--- config.mk ---
export PLATFORM = sky130hd
export DESIGN_NAME = cpu_fetch_unit
export DESIGN_NICKNAME = d
export VERILOG_FILES = /design/src/rtl/cpu_fetch_pkg.sv /design/src/rtl/cpu_fetch_unit_pc_next_calc.sv /design/src/rtl/cpu_fetch_unit.sv
export SDC_FILE = /design/constraint.sdc
export NUM_CORES = 1
export LEC_CHECK = 0
export CORE_MARGIN = 10
export CORE_UTILIZATION = 50
export DETAILED_ROUTE_END_ITERATION = 12
export PLACE_DENSITY_LB_ADDON = 0.05
export RECOVER_POWER = 25
export SKIP_CTS_REPAIR_TIMING = 1
export SYNTH_ARGS = -nofsm -noshare
export SYNTH_HDL_FRONTEND = slang
export SYNTH_SLANG_ARGS = --single-unit
--- constraint.sdc ---
create_clock -name clk -period 5.18 [get_ports clk]
set_clock_uncertainty 0.1 [all_clocks]
set_input_delay 0.518 -clock clk [delete_from_list [all_inputs] [get_ports clk]]
set_output_delay 0.518 -clock clk [all_outputs]
set_load 0.01 [all_outputs]
--- src/rtl/cpu_fetch_pkg.sv ---
// ============================================================================
// Module      : cpu_fetch_pkg
// Description : Shared FSM encodings, PC-source selects and branch helper
//               for the instruction-fetch stage.
// Revision    : 1.0 - initial release
// ============================================================================
`default_nettype none

package cpu_fetch_pkg;

    typedef enum logic [1:0] {
        FS_IDLE = 2'b00,
        FS_REQ  = 2'b01,
        FS_ERR  = 2'b10
    } fetch_state_t;

    localparam logic [1:0] PC_S_INC  = 2'b00;
    localparam logic [1:0] PC_S_BR   = 2'b01;
    localparam logic [1:0] PC_S_F    = 2'b10;
    localparam logic [1:0] PC_S_HOLD = 2'b11;

    localparam logic [31:0] RESET_PC_DEFAULT = 32'h0000_0000;

    // Sign-extended 24-bit word offset, already scaled to a byte offset.
    function automatic logic [31:0] branch_offset(input logic [23:0] imm);
        return {{6{imm[23]}}, imm, 2'b00};
    endfunction

endpackage

`default_nettype wire

--- src/rtl/cpu_fetch_unit_pc_next_calc.sv ---
// ============================================================================
// Module      : pc_next_calc
// Description : Combinational next-PC selection (increment, branch, ALU, hold).
// Revision    : 1.0 - initial release
// ============================================================================
`default_nettype none

module pc_next_calc
    import cpu_fetch_pkg::*;
(
    input  logic [1:0]  pc_s,
    input  logic [31:0] pc,
    input  logic [23:0] ir_imm,
    input  logic [31:0] f,
    output logic [31:0] pc_next
);

    logic [31:0] w_pc_inc;

    assign w_pc_inc = pc + 32'd4;

    always_comb begin
        pc_next = pc;
        case (pc_s)
            PC_S_INC:  pc_next = w_pc_inc;
            PC_S_BR:   pc_next = w_pc_inc + branch_offset(ir_imm);
            PC_S_F:    pc_next = f;
            default:   pc_next = pc;
        endcase
    end

endmodule

`default_nettype wire

--- src/rtl/cpu_fetch_unit.sv ---
// ============================================================================
// Module      : cpu_fetch_unit
// Description : Owns PC and IR; fetches one instruction word per write_ir over
//               a req/ack handshake. Optional macro FETCH_ALIGN_CHECK_EN turns
//               a misaligned fetch into a fetch error instead of a request.
// Revision    : 1.0 - initial release
// ============================================================================
`default_nettype none

module cpu_fetch_unit
    import cpu_fetch_pkg::*;
#(
    parameter logic [31:0] RESET_PC = RESET_PC_DEFAULT,
    parameter int unsigned MAX_WAIT = 15
) (
    input  logic        clk,
    input  logic        rst,
    input  logic        write_pc,
    input  logic [1:0]  pc_s,
    input  logic [31:0] F,
    input  logic        write_ir,
    output logic        imem_req,
    output logic [31:0] imem_addr,
    input  logic        imem_ack,
    input  logic [31:0] imem_rdata,
    output logic [31:0] IR,
    output logic [31:0] PC,
    output logic        ir_valid,
    output logic        busy,
    output logic        fetch_err
);

    localparam int unsigned         WAIT_W    = (MAX_WAIT > 1) ? $clog2(MAX_WAIT) : 1;
    localparam logic [WAIT_W-1:0]   WAIT_LAST = WAIT_W'(MAX_WAIT - 1);

    fetch_state_t      state_q, state_d;
    logic [31:0]       pc_q, pc_d;
    logic [31:0]       ir_q, ir_d;
    logic [31:0]       pend_pc_q, pend_pc_d;
    logic              pend_pc_v_q, pend_pc_v_d;
    logic [WAIT_W-1:0] wait_cnt_q, wait_cnt_d;
    logic              ir_valid_q, ir_valid_d;

    logic [31:0]       w_pc_target;
    logic              w_pc_load;

    pc_next_calc u_pc_next_calc (
        .pc_s    (pc_s),
        .pc      (pc_q),
        .ir_imm  (ir_q[23:0]),
        .f       (F),
        .pc_next (w_pc_target)
    );

    assign w_pc_load = write_pc && (pc_s != PC_S_HOLD);

    always_comb begin
        state_d     = state_q;
        pc_d        = pc_q;
        ir_d        = ir_q;
        pend_pc_d   = pend_pc_q;
        pend_pc_v_d = pend_pc_v_q;
        wait_cnt_d  = wait_cnt_q;
        ir_valid_d  = 1'b0;

        case (state_q)
            FS_IDLE: begin
                // A same-cycle write_pc lands first so the fetch uses the new PC.
                if (w_pc_load) begin
                    pc_d = w_pc_target;
                end
                if (write_ir) begin
                    wait_cnt_d = '0;
`ifdef FETCH_ALIGN_CHECK_EN
                    if (pc_d[1:0] != 2'b00) begin
                        state_d = FS_ERR;
                    end else begin
                        state_d = FS_REQ;
                    end
`else
                    state_d = FS_REQ;
`endif
                end
            end

            FS_REQ: begin
                // PC must stay stable mid-request; park the target until ack.
                if (w_pc_load) begin
                    pend_pc_d   = w_pc_target;
                    pend_pc_v_d = 1'b1;
                end
                if (imem_ack) begin
                    ir_d        = imem_rdata;
                    ir_valid_d  = 1'b1;
                    state_d     = FS_IDLE;
                    wait_cnt_d  = '0;
                    if (pend_pc_v_d) begin
                        pc_d = pend_pc_d;
                    end
                    pend_pc_v_d = 1'b0;
                end else if (wait_cnt_q == WAIT_LAST) begin
                    state_d = FS_ERR;
                end else begin
                    wait_cnt_d = wait_cnt_q + 1'b1;
                end
            end

            FS_ERR: begin
                state_d = FS_ERR;
            end

            default: begin
                state_d = FS_IDLE;
            end
        endcase
    end

    always_ff @(posedge clk) begin
        if (!rst) begin
            state_q     <= FS_IDLE;
            pc_q        <= RESET_PC;
            ir_q        <= 32'h0000_0000;
            pend_pc_q   <= 32'h0000_0000;
            pend_pc_v_q <= 1'b0;
            wait_cnt_q  <= '0;
            ir_valid_q  <= 1'b0;
        end else begin
            state_q     <= state_d;
            pc_q        <= pc_d;
            ir_q        <= ir_d;
            pend_pc_q   <= pend_pc_d;
            pend_pc_v_q <= pend_pc_v_d;
            wait_cnt_q  <= wait_cnt_d;
            ir_valid_q  <= ir_valid_d;
        end
    end

    assign imem_req  = (state_q == FS_REQ);
    assign busy      = (state_q == FS_REQ);
    assign fetch_err = (state_q == FS_ERR);
    assign imem_addr = {pc_q[31:2], 2'b00};
    assign IR        = ir_q;
    assign PC        = pc_q;
    assign ir_valid  = ir_valid_q;

endmodule

`default_nettype wire

==> metrics.md, run 1 <==
| Metric | Value |
|---|---|
| Clock latency on the worst-skew pair | `0.36 ns` |
| Net Sw Power | `717 uW` |
| Die W | `139 um` |
| Final setup viols | `0` |
| Critical path type | `reg2reg` |
| Detailed placement HPWL | `20.2 mm` |
| Switching share of power | `0.333` |
| Avg Cell Area, Syn | `8.10 um^2` |
| Cell Int Power | `1440 uW` |
| FFs w/ async S/R, synth | `0` |
| Die ar. | `19,400 um^2` |
| Initial core utilization | `0.512` |
| Post-synthesis cell count | `877` |
| Total inserted antenna cells | `0` |
| Gate power share | `0.264` |
| Synth top area cells | `dfxtp_1, ha_1, a21oi_1, nor2_1, a22o_1` |
| Yosys cell types | `76` |
| Crit-path cells | `and4_1 > nand3_1 > nor2_2 > nand4_1 > xnor2_1 > ha_1 > inv_1 > o21ai_0 > a2111oi_0 > o221ai_1 > o21bai_4 > xor2_2 > mux2i_1 > or4_1 > a21oi_1` |
| Highest clock rate | `0.231 GHz` |
| GP Congestion | `0.955` |
| Vias | `7,361` |
| Routed WL | `26.2 mm` |
| Largest net degree at the start of global routing | `48` |
| Unrepaired setup endpoints after global routing | `false` |
| Core footprint | `13,900 um^2` |
| Initial antenna violation count | `0` |
| CTS Sinks | `104` |
| Final worst-path cycle share | `0.834` |
| Final-stage net count | `1,096` |
| Synthesis-to-layout area growth | `26.1%` |
| Yosys top cell by area | `dfxtp_1` |
| Share of the synthesized area in the top cell type | `0.293` |
| Root Driver | `clkbuf_16` |
| CTS tree | `yes` |
| Vias in the first global route | `7,169` |
| Clock Power Share | `0.315` |
| Core Rows | `43` |
| Synthesized flop and latch total | `104` |
| Detailed-route DRC error count | `0` |
| Critical path launch point type | `register` |
| Max stage delay on crit path | `0.50 ns` |
| Worst Hold Depth | `2` |
| Fin crit period | `4.32 ns` |
| Worst Hold Class | `reg2reg` |
| Routed Antenna Nets | `0` |
| Clock transition at path regs | `0.07 ns` |
| EDFF count, synth | `0` |
| Crit-path max FO | `8` |
| # fillers | `1,192` |
| Global-route wire length before repair | `40.7 mm` |
| Worst EP arrival | `4.51 ns` |
| Post-Syn Area | `7110 um^2` |
| Max Root-Sink Buffers | `2` |
| Buffers added on ports | `168` |
| Num ports | `171` |
| CP required | `5.37 ns` |
| TritonCTS buffer count | `9` |
| Ys flop type | `dfxtp_1` |
| DRT Pass-1 Iters | `6` |
| Grt ovf | `0` |
| Setup crit end kind | `register` |
| Via density | `6.28` |
| Total of max-cap violations | `1` |
| Crit-path slowest cell | `or4_1` |
| DRT iter0 DRCs | `752` |
| Reg power frac | `0.421` |
| PD cells | `240 nW/um^2` |
| Pleak | `0.00374 uW` |
| Worst Tran Pin Value | `1.56 ns` |
| Max Slew Vio Count | `34` |
| YS warnings | `0` |
| Chip height | `139 um` |
| Violated checks | `capacitance limit, slew limit` |
| Setup_tns | `0 ns` |
| H-tree level count | `3` |
| Max-slew headroom | `-0.0410` |
| Total Power | `2150 uW` |
| GRT Resource Usage Total | `0.257` |
| Run status | `complete, but fails checks` |
| Seq/Total Area, Yosys | `0.293` |
| Share of cells above drive strength 1 | `0.0675` |
| Final-report hold violation count | `0` |
| Max VDD drop | `0.000161 V` |
| Routed len/inst | `22.3 um` |
| R2R depth | `15` |
-- per-stage QoR --
stage | setup slack (ns) | instances | instance area, um^2 | utilization | hold slack (ns)
after floorplan | 1.39 | 878 | 7110 | - | 0.332
after global placement | 0.955 | 1156 | 8690 | 0.626 | 0.341
after detailed placement | 0.931 | 1156 | 8690 | 0.626 | 0.359
after CTS | 0.895 | 1172 | 8970 | 0.646 | 0.369
after global routing | 0.582 | 1172 | 8960 | 0.646 | 0.392
final | 0.859 | 1172 | 8960 | 0.646 | 0.369
-- final timing paths --
kind | end | from | slack (ns)
worst min-delay path | pend_pc_q[19] | pend_pc_q[19] | 0.37
worst max register to register | PC[31] | PC[5] | 0.86
worst min register to register | pend_pc_q[19] | pend_pc_q[19] | 0.37
worst max-delay path | PC[31] | PC[5] | 0.86
-- cells in the mapped netlist, drive strengths merged, types with 11 or more instances --
cell type  count
nand3         31
nand2         69
a22o          32
nor3          20
o211ai        11
nand4         14
xor2          25
mux2i         17
buf           51
o22ai         14
nor2          77
xnor2         31
dfxtp        104
clkbuf        35
a21oi         74
o21ai         57
a211oi        13
inv           15
a21o          11
ha            37
-- critical path: cells and delay by family, from the launching register on --
kind / cells / cell delay, ns
adders and majority gates: 1 / 0.30
DFF: 1 / 0.49
and+or+nand+nor: 5 / 1.65
AOI/OAI and AO/OA: 5 / 1.07
xor gates and xnor gates: 2 / 0.38
muxes: 1 / 0.16
buffers and inverters: 1 / 0.12
-- routing by layer --
metal,GRT usage,vias up,part of all wire
met2,0.433,415,0.48
met1,0.303,3471,0.40
met4,0.104,0,0.039
met3,0.0684,66,0.084
met5,0,-,0
li1,-,3409,-
-- logic make-up (layout without fill, tap and decap cells) --
kind of cell,after synthesis,count (layout),synth area share
simple gates,264,264,0.183
compound gates,286,286,0.273
mux,27,27,0.0398
other cells,1,2,0.000528
flops,104,104,0.293
fa+ha+maj,38,38,0.0680
xor+xnor,56,56,0.0701
buf+inv,101,215,0.0731
-- sequential cells by signal, indices dropped and copies added, names as in the netlist --
register	flops
pend_pc_v_q	1
ir_valid	1
IR	32
wait_cnt_q	4
state_q	2
pend_pc_q	32
PC	32
-- power groups by stage --
stage          Sequential [uW]  Clock [uW]  Combinational, uW
2_1_floorplan              918           0                320
3_3_place_gp               921           0                559
3_5_place_dp               925           0                567
4_1_cts                    906         685                571
5_1_grt                    914         715                612
6_report                   907         677                569
-- placed cells by master (no fill, tap or decap), types with 4 or more instances in the layout --
cell               n
ha_1              37
nor2b_1            4
a21o_1            10
mux2i_1           17
and2_1             7
clkdlybuf4s50_1  121
a22oi_1            4
dlygate4sd3_1     46
and3_1             7
or3_1              7
o221a_2            6
nand2_1           69
o21a_1             8
o31ai_1            4
a211oi_1          12
nand3_1           31
nor4_1             4
a22o_1            32
buf_4             15
o22ai_1           14
inv_1             15
xnor2_1           31
nand2b_1          10
mux2_2            10
dfxtp_1          104
a21oi_1           73
o21ai_0           56
clkbuf_16          9
o211ai_1          11
o211a_1            5
xor2_1            24
nor2_1            75
a31oi_1           10
and4_1             5
o221ai_1           6
nor3_1            18
nand4_1           11
-- layout make-up --
class	instances	area, um^2	area share
multi-input cells	673	4530	0.505
flip-flops and latches	104	2080	0.232
repair buffers	184	1790	0.200
clock buffers	10	229	0.0255
well taps	180	225	0.0251
inverters	15	56.3	0.00628
clock inverters	6	51.3	0.00572
Note: power is estimated with default switching activity, not from simulation.
==> run 2: changes to the inputs <==
==> constraint.sdc (replaced) <==
create_clock -name clk -period 4.52 [get_ports clk]
set_clock_uncertainty 0.1 [all_clocks]
set_input_delay 0.452 -clock clk [delete_from_list [all_inputs] [get_ports clk]]
set_output_delay 0.452 -clock clk [all_outputs]
set_load 0.01 [all_outputs]
==> run 2 against run 1 <==
The run now ends clean. Maximum frequency increased by 1.1%. Via count up 0.43%. Sequential power is 14% higher. Clock-buffer cell count fell by 1. Global-route usage is 0.46 points lower. Critical endpoint unchanged.
==> metrics.md, run 2 (synthesized netlist as in run 1, its figures left out) <==
| Metric | Value |
|---|---|
| Hold path start | `pend_pc_q[19]` |
| Switching share of power | `0.327` |
| Critical path launch point type | `register` |
| Buffers added on ports | `168` |
| GP Congestion | `0.938` |
| Routed WL | `26.1 mm` |
| Final setup viols | `0` |
| Routed Antenna Nets | `0` |
| Worst Hold Depth | `2` |
| Cell count after placement | `1,163` |
| Clock Power Share | `0.335` |
| Die ar. | `19,400 um^2` |
| Setup crit start | `PC[14]` |
| Top cell by count, worst path | `a21oi_1` |
| Core footprint | `13,900 um^2` |
| Max Slew Vio Count | `0` |
| Net Sw Power | `833 uW` |
| Worst Hold Class | `reg2reg` |
| Vias in the first global route | `7,075` |
| # fillers | `1,173` |
| Crit-path cells | `and4_2 > nand4_4 > nor2_2 > nand2_1 > xnor2_1 > ha_1 > a21oi_1 > o21ai_0 > a2111oi_0 > o221ai_1 > o21bai_4 > xor2_2 > mux2i_1 > or4_1 > a21oi_1` |
| Pleak | `0.00382 uW` |
| Worst EP arrival | `4.47 ns` |
| Critical path type | `reg2reg` |
| Synthesis-to-layout area growth | `27.6%` |
| Share of cells above drive strength 1 | `0.0811` |
| Setup crit end kind | `register` |
| Run status | `finished, final reports clean` |
| Num ports | `171` |
| Root Driver | `clkbuf_16` |
| PD cells | `281 nW/um^2` |
| CP delay by family, top | `simple AND/OR/NAND/NOR gates` |
| CP Buf/Inv Count | `0` |
| Max stage delay on crit path | `0.50 ns` |
| Via density | `6.27` |
| Max Root-Sink Buffers | `2` |
| Crit-path max FO | `9` |
| Fin crit period | `4.27 ns` |
| TritonCTS buffer count | `9` |
| R2R depth | `15` |
| Most frequent cells in the layout | `clkdlybuf4s50_1, dfxtp_1, nor2_1, a21oi_1, nand2_1` |
| Register area | `2080 um^2` |
| Global-route wire length before repair | `40.0 mm` |
| Vias | `7,393` |
| Core Rows | `43` |
| Fin cells | `1,179` |
| DRT Pass-1 Iters | `5` |
| Highest clock rate | `0.234 GHz` |
| Final Util | `0.653` |
| Max VDD drop | `0.000234 V` |
| Detailed placement HPWL | `20.0 mm` |
| CP required | `4.72 ns` |
| GRT Resource Usage Total | `0.253` |
| Clock latency on the worst-skew pair | `0.36 ns` |
| Die W | `139 um` |
| Chip height | `139 um` |
| Cell Int Power | `1720 uW` |
| Largest net degree at the start of global routing | `48` |
| Commonest non-fill, non-tap cell in the layout | `clkdlybuf4s50_1` |
| Gate power share | `0.261` |
| Reg power frac | `0.404` |
| CTS tree | `yes` |
| Final-report hold violation count | `0` |
| Dpl ws | `0.226 ns` |
| Reg2reg start | `PC[14]` |
| Final worst-path cycle share | `0.946` |
| Setup_tns | `0 ns` |
| Max-slew headroom | `0.320` |
| Initial core utilization | `0.512` |
| Detailed-route DRC error count | `0` |
| Area of the multi-input gates | `4540 um^2` |
| Total of max-cap violations | `0` |
| Total Power | `2550 uW` |
| Grt ovf | `0` |
| H-tree level count | `3` |
| Total inserted antenna cells | `0` |
| CTS Sinks | `104` |
| Routed len/inst | `22.2 um` |
| Worst Tran Pin Value | `1.02 ns` |
| DRT iter0 DRCs | `801` |
| Crit-path slowest cell | `dfxtp_1` |
| Crit. path cell count | `15` |
| Final-stage net count | `1,103` |
| Initial antenna violation count | `0` |
| Final worst slack | `0.246 ns` |
| Clock transition at path regs | `0.08 ns` |
## run 2: power by group through the flow
stage                     Clock (uW)  Combinational (uW)  Sequential (uW)
after floorplan                    0                 366             1050
after global placement             0                 653             1050
after detailed placement           0                 662             1050
after CTS                        859                 668             1030
after global routing             892                 713             1040
final                            854                 666             1030
## run 2: per-layer routing
| metal | global-route usage | vias to the layer above | share of wire |
|---|---|---|---|
| met5 | 0 | - | 0 |
| met4 | 0.0912 | 0 | 0.030 |
| met3 | 0.0599 | 57 | 0.085 |
| li1 | - | 3417 | - |
| met2 | 0.420 | 402 | 0.48 |
| met1 | 0.310 | 3517 | 0.40 |
## run 2: area by class of cell
class	count	area share
Timing Repair Buffer	191	0.204
Multi-Input combinational cell	673	0.500
Inverter	15	0.00621
Clock inverter	7	0.0105
Sequential cell	104	0.230
Tap cell	180	0.0248
Clock buffer	9	0.0248
## run 2: tightest hold or removal path, delay by kind of cell (launching register included)
kind,cells,cell delay [ns]
DFF,1,0.32
AOI/OAI and AO/OA,1,0.05
and+or+nand+nor,1,0.05
## run 2: through the flow
stage          instance area [um^2]  hold slack, ns
2_1_floorplan                  7110           0.332
5_1_grt                        9070           0.386
3_3_place_gp                   8730           0.340
6_report                       9070           0.357
4_1_cts                        9050           0.354
3_5_place_dp                   8730           0.345
## run 2: worst paths after layout
check                   to  slack [ns]
max                 PC[31]        0.25
min reg2reg  pend_pc_q[19]        0.36
min          pend_pc_q[19]        0.36
max reg2reg         PC[31]        0.25
==> run 3: changes to the inputs <==
==> constraint.sdc (replaced) <==
create_clock -name clk -period 4.52 [get_ports clk]
set_clock_uncertainty 0.1 [all_clocks]
set_input_delay 0.904 -clock clk [delete_from_list [all_inputs] [get_ports clk]]
set_output_delay 0.904 -clock clk [all_outputs]
set_load 0.01 [all_outputs]
==> run 3 against run 2 <==
The flow now finishes with violations (capacitance limit, slew limit). Utilization decreased by 0.13 points. Sequential power hardly changed. Combinational power grew 1%. Clock-buffer cell count is the same.
==> metrics.md, run 3 (synthesized netlist as in run 1, its figures left out) <==
| Metric | Value |
|---|---|
| Final-stage net count | `1,105` |
| Final-report hold violation count | `0` |
| Buffers added on ports | `168` |
| GRT Resource Usage Total | `0.262` |
| Fin crit period | `4.28 ns` |
| Highest clock rate | `0.234 GHz` |
| Setup crit end kind | `register` |
| Worst EP arrival | `4.46 ns` |
| Max Root-Sink Buffers | `2` |
| Max VDD drop | `0.000198 V` |
| Vias in the first global route | `7,256` |
| CP required | `4.70 ns` |
| Chip height | `139 um` |
| PD cells | `279 nW/um^2` |
| Met3 wire length | `2.31 mm` |
| Final worst slack | `0.238 ns` |
| Grt ovf | `0` |
| Crit-path max FO | `6` |
| Largest net degree at the start of global routing | `36` |
| Final Util | `0.652` |
| Core footprint | `13,900 um^2` |
| Max Slew Vio Count | `34` |
| Initial antenna violation count | `0` |
| DRT Pass-1 Iters | `7` |
| Setup_tns | `0 ns` |
| TritonCTS buffer count | `9` |
| Hold_ws | `0.353 ns` |
| Routed WL | `27.2 mm` |
| Detailed-route DRC error count | `0` |
| Core Rows | `43` |
| Root Driver | `clkbuf_16` |
| Total inserted antenna cells | `0` |
| Cell area after layout | `9050 um^2` |
| Commonest non-fill, non-tap cell in the layout | `clkdlybuf4s50_1` |
| Final worst-path cycle share | `0.947` |
| Die W | `139 um` |
| CTS tree | `yes` |
| Unrepaired setup endpoints after global routing | `false` |
| Worst Hold Class | `reg2reg` |
| Share of cells above drive strength 1 | `0.0780` |
| DRT met1 WL | `10.8 mm` |
| Worst Tran Pin Value | `1.58 ns` |
| Critical path launch point type | `register` |
| Critical path type | `reg2reg` |
| Dpl ws | `0.284 ns` |
| Clock transition at path regs | `0.08 ns` |
| DRT iter0 DRCs | `774` |
| Synthesis-to-layout area growth | `27.4%` |
| Total of max-cap violations | `1` |
| H-tree level count | `3` |
| GP Congestion | `0.977` |
| Initial core utilization | `0.512` |
| Pleak | `0.00380 uW` |
| Most frequent cells in the layout | `clkdlybuf4s50_1, dfxtp_1, nor2_1, a21oi_1, nand2_1` |
| Vias | `7,425` |
| Detailed placement HPWL | `21.0 mm` |
| Via density | `6.29` |
| Clock latency on the worst-skew pair | `0.36 ns` |
| Placed cell areas | `8750 um^2` |
| Run status | `complete, but fails checks` |
| Violated checks | `capacitance limit, slew limit` |
| Met2 wire length | `13.0 mm` |
| Die ar. | `19,400 um^2` |
| Routed len/inst | `23.0 um` |
| Global-route wire length before repair | `41.4 mm` |
| DR top layer | `met4` |
| Routed Antenna Nets | `0` |
| Final setup viols | `0` |
| Max-slew headroom | `-0.0566` |
| Num ports | `171` |
| CTS Sinks | `104` |
-- run 3: changes by cell type in the layout (fill, tap and decap cells not counted), sizes merged --
cell / before / now
clkinvlp: 0 / 1
clkinv: 3 / 1
dlygate4sd3: 48 / 47
clkdlybuf4s50: 119 / 120
clkbuf: 9 / 11
-- run 3: path summary, 6_finish.rpt --
kind	start	to	cells after the start	slack (ns)
setup / recovery	PC[10]	PC[31]	15	0.24
hold / removal	pend_pc_q[19]	pend_pc_q[19]	2	0.35
setup reg to reg	PC[10]	PC[31]	15	0.24
hold reg to reg	pend_pc_q[19]	pend_pc_q[19]	2	0.35
-- run 3: final cells by class --
class                   count  area, um^2
multi-input cells         673        4530
flip-flops and latches    104        2080
clock buffers               9         225
clock inverters             6        75.1
well taps                 180         225
repair buffers            193        1860
fillers                  1159        4830
inverters                  15        56.3
-- run 3: metrics by stage --
step,power [uW],cells
after CTS,2540,1180
final,2530,1180
after floorplan,1420,878
after detailed placement,1720,1165
after global placement,1700,1165
after global routing,2620,1180
-- run 3: per-layer routing --
metal / track usage / vias to the layer above
met5: 0 / -
met4: 0.114 / 0
met3: 0.0691 / 57
met2: 0.434 / 400
met1: 0.313 / 3547
li1: - / 3421
-- run 3: power by group --
group          internal [uW]  switching, uW
registers                967           62.2
clock network            436            389
logic                    304            369
total                   1710            821
-- run 3: critical path: stages (launching register included) --
cell      delay (ns)
dfxtp_1         0.49
and4_1          0.35
nand3_1         0.26
nor2_2          0.30
nand3_1         0.13
xnor2_1         0.32
ha_1            0.39
nand2_1         0.17
a21oi_1         0.07
a21oi_1         0.28
o221ai_1        0.17
o21bai_4        0.20
xor2_2          0.15
mux2i_1         0.15
or4_1           0.52
a21oi_1         0.15
